[src/rtl/regfile_mp_pkg.sv]
// Shared defaults and helpers for the multi-port register file.
package regfile_mp_pkg;

    localparam int unsigned DEF_DATA_W = 32;
    localparam int unsigned DEF_ADDR_W = 5;
    localparam int unsigned DEF_NUM_RD = 2;

    function automatic int unsigned byte_count(input int unsigned width);
        return width / 8;
    endfunction

endpackage

[src/rtl/regfile_mp_sb.sv]
// Pending-producer scoreboard: one bit per register, set by reserve, cleared by writeback.
module regfile_mp_sb
    import regfile_mp_pkg::*;
#(
    parameter int unsigned ADDR_W = DEF_ADDR_W,
    parameter int unsigned NUM_RD = DEF_NUM_RD,
    parameter bit          BYPASS = 1'b1
) (
    input  logic                     clk,
    input  logic                     clrn,
    input  logic [NUM_RD*ADDR_W-1:0] ra,
    input  logic                     act0,
    input  logic [ADDR_W-1:0]        wn0,
    input  logic                     act1,
    input  logic [ADDR_W-1:0]        wn1,
    input  logic                     rsv,
    input  logic [ADDR_W-1:0]        rsv_n,
    output logic [NUM_RD-1:0]        busy
);

    localparam int unsigned DEPTH = 1 << ADDR_W;

    logic [DEPTH-1:0] pending;

    // A new reservation outranks a same-cycle writeback; entry 0 is never touched.
    always_ff @(posedge clk or negedge clrn) begin
        if (!clrn) begin
            pending <= '0;
        end else begin
            for (int i = 1; i < DEPTH; i++) begin
                if (rsv && (rsv_n == ADDR_W'(i))) begin
                    pending[i] <= 1'b1;
                end else if ((act0 && (wn0 == ADDR_W'(i))) ||
                             (act1 && (wn1 == ADDR_W'(i)))) begin
                    pending[i] <= 1'b0;
                end
            end
        end
    end

    for (genvar k = 0; k < NUM_RD; k++) begin : g_busy
        logic [ADDR_W-1:0] addr;
        logic              hit;

        assign addr = ra[k*ADDR_W +: ADDR_W];
        assign hit  = BYPASS && ((act0 && (wn0 == addr)) || (act1 && (wn1 == addr)));
        assign busy[k] = (addr != '0) && pending[addr] && !hit;
    end

endmodule

[src/rtl/regfile_mp.sv]
// Multi-port integer register file with byte-enabled dual writeback and optional bypass.
module regfile_mp
    import regfile_mp_pkg::*;
#(
    parameter int unsigned DATA_W = DEF_DATA_W,
    parameter int unsigned ADDR_W = DEF_ADDR_W,
    parameter int unsigned NUM_RD = DEF_NUM_RD,
    parameter bit          BYPASS = 1'b1
) (
    input  logic                          clk,
    input  logic                          clrn,
    input  logic [NUM_RD*ADDR_W-1:0]      ra,
    output logic [NUM_RD*DATA_W-1:0]      q,
    output logic [NUM_RD-1:0]             busy,
    input  logic                          we0,
    input  logic [ADDR_W-1:0]             wn0,
    input  logic [byte_count(DATA_W)-1:0] be0,
    input  logic [DATA_W-1:0]             d0,
    input  logic                          we1,
    input  logic [ADDR_W-1:0]             wn1,
    input  logic [byte_count(DATA_W)-1:0] be1,
    input  logic [DATA_W-1:0]             d1,
    input  logic                          rsv,
    input  logic [ADDR_W-1:0]             rsv_n
);

    localparam int unsigned NB    = byte_count(DATA_W);
    localparam int unsigned DEPTH = 1 << ADDR_W;

    if ((DATA_W % 8 != 0) || (NUM_RD < 1) || (NUM_RD > 4)) begin : g_param_err
        $error("regfile_mp: DATA_W must be a multiple of 8 and NUM_RD within 1..4");
    end

    function automatic logic [DATA_W-1:0] merge_bytes(input logic [DATA_W-1:0] old_w,
                                                      input logic [DATA_W-1:0] new_w,
                                                      input logic [NB-1:0]     be);
        logic [DATA_W-1:0] r;
        r = old_w;
        for (int b = 0; b < NB; b++) begin
            if (be[b]) r[b*8 +: 8] = new_w[b*8 +: 8];
        end
        return r;
    endfunction

    logic              act0;
    logic              act1;
    logic [DATA_W-1:0] mem     [DEPTH];
    logic [DATA_W-1:0] mem_nxt [DEPTH];

    assign act0 = we0 && (wn0 != '0);
    assign act1 = we1 && (wn1 != '0);

    // Port 0 merged first so port 1 overrides it on overlapping enabled bytes.
    always_comb begin
        mem_nxt = mem;
        for (int i = 1; i < DEPTH; i++) begin
            if (act0 && (wn0 == ADDR_W'(i))) mem_nxt[i] = merge_bytes(mem_nxt[i], d0, be0);
            if (act1 && (wn1 == ADDR_W'(i))) mem_nxt[i] = merge_bytes(mem_nxt[i], d1, be1);
        end
    end

    always_ff @(posedge clk or negedge clrn) begin
        if (!clrn) begin
            for (int i = 0; i < DEPTH; i++) mem[i] <= '0;
        end else begin
            for (int i = 1; i < DEPTH; i++) mem[i] <= mem_nxt[i];
        end
    end

    for (genvar k = 0; k < NUM_RD; k++) begin : g_rd
        logic [ADDR_W-1:0] addr;
        logic [DATA_W-1:0] rd_val;

        assign addr = ra[k*ADDR_W +: ADDR_W];

        always_comb begin
            rd_val = mem[addr];
            if (BYPASS) begin
                if (act0 && (wn0 == addr)) rd_val = merge_bytes(rd_val, d0, be0);
                if (act1 && (wn1 == addr)) rd_val = merge_bytes(rd_val, d1, be1);
            end
            if (addr == '0) rd_val = '0;
        end

        assign q[k*DATA_W +: DATA_W] = rd_val;
    end

    regfile_mp_sb #(
        .ADDR_W (ADDR_W),
        .NUM_RD (NUM_RD),
        .BYPASS (BYPASS)
    ) u_sb (
        .clk   (clk),
        .clrn  (clrn),
        .ra    (ra),
        .act0  (act0),
        .wn0   (wn0),
        .act1  (act1),
        .wn1   (wn1),
        .rsv   (rsv),
        .rsv_n (rsv_n),
        .busy  (busy)
    );

endmodule

[config.mk]
export PLATFORM = sky130hd
export DESIGN_NAME = regfile_mp
export DESIGN_NICKNAME = d
export VERILOG_FILES = /design/src/rtl/regfile_mp_pkg.sv /design/src/rtl/regfile_mp_sb.sv /design/src/rtl/regfile_mp.sv
export SDC_FILE = /design/constraint.sdc
export NUM_CORES = 2
export LEC_CHECK = 0
export CORE_AREA = 8 8 477 479
export DETAILED_ROUTE_END_ITERATION = 7
export DIE_AREA = 0 0 485 487
export PLACE_DENSITY_LB_ADDON = 0.2
export SKIP_CTS_REPAIR_TIMING = 1
export SYNTH_ARGS = -nofsm -noshare
export SYNTH_HDL_FRONTEND = slang
export SYNTH_SLANG_ARGS = --single-unit
[constraint.sdc]
create_clock -name clk -period 8.5 [get_ports clk]
set_clock_uncertainty 0.05 [all_clocks]
set_input_delay 2.125 -clock clk [delete_from_list [all_inputs] [get_ports clk]]
set_output_delay 2.125 -clock clk [all_outputs]
set_load 0.05 [all_outputs]
==> impl_metrics.tcl <==
set metrics [dict create \
    synth-edff-count 0 \
    clk_latency_ps 750 \
    p_seq_share_pct 41.2 \
    worst_slew_pin_slew_ps 1560 \
    fin_crit_sh_pct 91.6 \
    path_cells "clkdlybuf4s50_1 -> nor3_1 -> a211oi_2 -> nand2_1 -> nand2b_1 -> nor3_1 -> o31ai_1 -> buf_12" \
    mostFrequentLayoutCell "nor2_1" \
    worstPathArrival_ps 5610 \
    fin_nets 6372 \
    ios 168 \
    slew_headroom_pct -5.00 \
    syn_avg_cell_area_um2 10.1 \
    power_density_nw_per_um2 237 \
    ys_types 58 \
    grt_max_degree 165 \
    yosysWarnings 33 \
    met3WireLength_mm 24.7 \
    drt_iter0_markers 6685 \
    layout-drive-gt1-share_pct 16.1 \
    num_vias 54400 \
    rsz0062_at_grt "false" \
    slew_violations 5 \
    endpoint_kind "output pin" \
    cts_buffers 114 \
    netlist_instances 6485 \
    timing.final.ws_setup_ps 714 \
    crit_slowest_cell "clkdlybuf4s50_1" \
    std_cell_rows 173 \
    synth_seq_area_share_pct 39.0 \
    grt.overflow.total 0 \
    intPower_mw 11.7 \
    synth-simple-area-share_pct 10.7 \
    antenna_found_initial 29 \
    netlist_area_um2 65600 \
    crit_top_cell "nor3_1" \
    start_kind "input pin" \
    p_leak_nw 36.1 \
    synth_ff_type "dfrtp_1" \
    finalWeightedCongestion 0.936 \
    grt_pass1_wl_mm 410 \
    cp.required_ps 6330 \
    dieArea_um2 236000 \
    synthAdderAreaFrac_pct 0 \
    synth_nets 6587 \
    antenna_left 0 \
    synth_mux_area_share_pct 32.5 \
    hold_class "register to register" \
    clock_path_buffers 3 \
    critical_path.max_stage_delay_ps 780 \
    port_buffers 167 \
    dp_slack_ps 793 \
    cts_sinks 1023 \
    clkPwrFrac_pct 30.3 \
    outcome "complete, but fails checks" \
    ys_ff_latch 1023 \
    die_h_um 487 \
    cts_max_level 3 \
    crit_buf_inv 2 \
    p_sw_share_pct 33.4 \
    p_sw_mw 5.84 \
    die_x_um 485 \
    setup-violations-final 0 \
    cts_tree "yes" \
    path_clk_slew_ps 70 \
    synth_xor_area_share_pct 0.267 \
    failed_checks "max-capacitance violations, max-slew violations" \
    met1_length_mm 118 \
    first_pass_iters 8 \
    cts_root_buffer "clkbuf_16" \
    irDropWorstVdd_mv 0.177 \
    cp_top_family "simple AND/OR/NAND/NOR gates" \
    grt_pass1_vias 51500 \
    initial_core_util_pct 29.8 \
    period_minus_slack_ps 7790 \
    final_cell_mix "1084 x nor2_1, 1074 x mux2i_1, 1023 x dfrtp_1" \
    clock.fmax_ghz 0.128 \
    async_flop_share_pct 100 \
    core_um2 220000 \
    drc_errors 0 \
    drt_wl_total_mm 290 \
    synth_compound_area_share_pct 13.2 \
    gr-usage-all-layers_pct 23.6 \
    power_frac_comb_pct 28.6 \
    hold_violations 0 \
    cp_max_fo 13 \
    area_growth_syn_to_layout_pct 12.6 \
    dr_wl_met2_mm 130 \
    via_per_inst 5.87 \
    top_layer "met5" \
    dp_hpwl_mm 192 \
    route.detailed.wl_per_inst_um 31.3 \
    setup_tns_ps 0 \
    drv_cap 1 \
    path_class "input pin to output pin" \
    synth_top_family_by_area "multiplexers" \
]
==> sequential cells by signal, summed over array words and instances, names as in the netlist <==
name and count:
mem 992, u_sb.pending 31
==> cell type report <==
| class | count | area (um^2) |
|---|---|---|
| clock inverters | 40 | 492 |
| flip-flops and latches | 1023 | 25600 |
| repair buffers | 323 | 3390 |
| fillers | 22300 | 146000 |
| multi-input cells | 4802 | 37400 |
| clock buffers | 167 | 3380 |
| diodes | 25 | 62.6 |
| inverters | 6 | 22.5 |
| well taps | 2887 | 3610 |
==> synthesized netlist by cell type, drive strengths merged, types with 3 or more instances <==
cell type / instances / area share [%]
mux2i: 1074 / 16
clkbuf: 427 / 2.5
nor2b: 45 / 0.43
nand3: 66 / 0.50
o211ai: 3 / 0.034
xor2: 10 / 0.13
a22o: 76 / 1.0
mux2: 67 / 1.1
o22ai: 23 / 0.22
inv: 6 / 0.034
xnor2: 10 / 0.13
a221oi: 109 / 1.5
nor2: 1111 / 6.4
o211a: 26 / 0.40
nand4: 5 / 0.048
nor4: 16 / 0.17
o311a: 7 / 0.11
a22oi: 77 / 0.88
dfrtp: 1023 / 39
a31oi: 5 / 0.048
nor3: 90 / 0.70
and2: 16 / 0.15
buf: 227 / 1.9
nand2: 360 / 2.1
a211oi: 3 / 0.042
o21ai: 97 / 0.74
nand2b: 14 / 0.14
o31ai: 51 / 0.60
mux4: 435 / 15
a21oi: 984 / 7.5
==> layer usage <==
layer | vias up | track usage, %
met5 | - | 0
met4 | 26 | 12.7
met3 | 584 | 4.74
met2 | 2804 | 36.2
met1 | 27700 | 31.3
li1 | 23400 | -
==> final timing paths <==
path	startpoint	cells past startpoint	slack, ps	endpoint
worst min-delay path	u_sb.pending[5]	1	470	u_sb.pending[5]
worst max-delay path	wn0[3]	8	710	q[13]
min in group asynchronous	clrn	1	1310	mem[569]
worst max register to register	mem[752]	2	7600	mem[752]
max in group asynchronous	clrn	3	5160	mem[841]
worst min register to register	u_sb.pending[5]	1	470	u_sb.pending[5]
==> power groups by stage <==
stage          clock (mW)  combinational [mW]  sequential (mW)
4_1_cts              5.39                4.97             7.17
2_1_floorplan           0                3.47             6.84
3_5_place_dp            0                4.96             7.26
5_1_grt              5.55                5.31             7.37
3_3_place_gp            0                4.90             7.19
6_report             5.30                5.01             7.21
==> worst register-to-register path: stages, from the launching register on <==
cell and delay (ps):
dfrtp_1 440, mux2i_1 180, a21oi_1 90
==> logic make-up (layout without fill, tap and decap cells) <==
family          Yosys count  in the layout
simple gates           1734           1734
mux                    1576           1576
compound gates         1472           1472
flops                  1023           1023
buf+inv                 660            536
xor+xnor                 20             20
other cells               0             25
==> per-stage QoR <==
step | instance area (um^2) | cells | hold WS (ps) | utilization (%) | total power, mW
floorplan | 65600 | 6485 | 427 | - | 10.3
global placement | 70000 | 9041 | 446 | 31.8 | 12.1
detailed placement | 70000 | 9041 | 453 | 31.8 | 12.2
CTS | 73900 | 9248 | 471 | 33.5 | 17.5
global route | 73900 | 9262 | 489 | 33.5 | 18.2
finish | 73900 | 9273 | 471 | 33.5 | 17.5
Power figures use the tool's default switching activity.
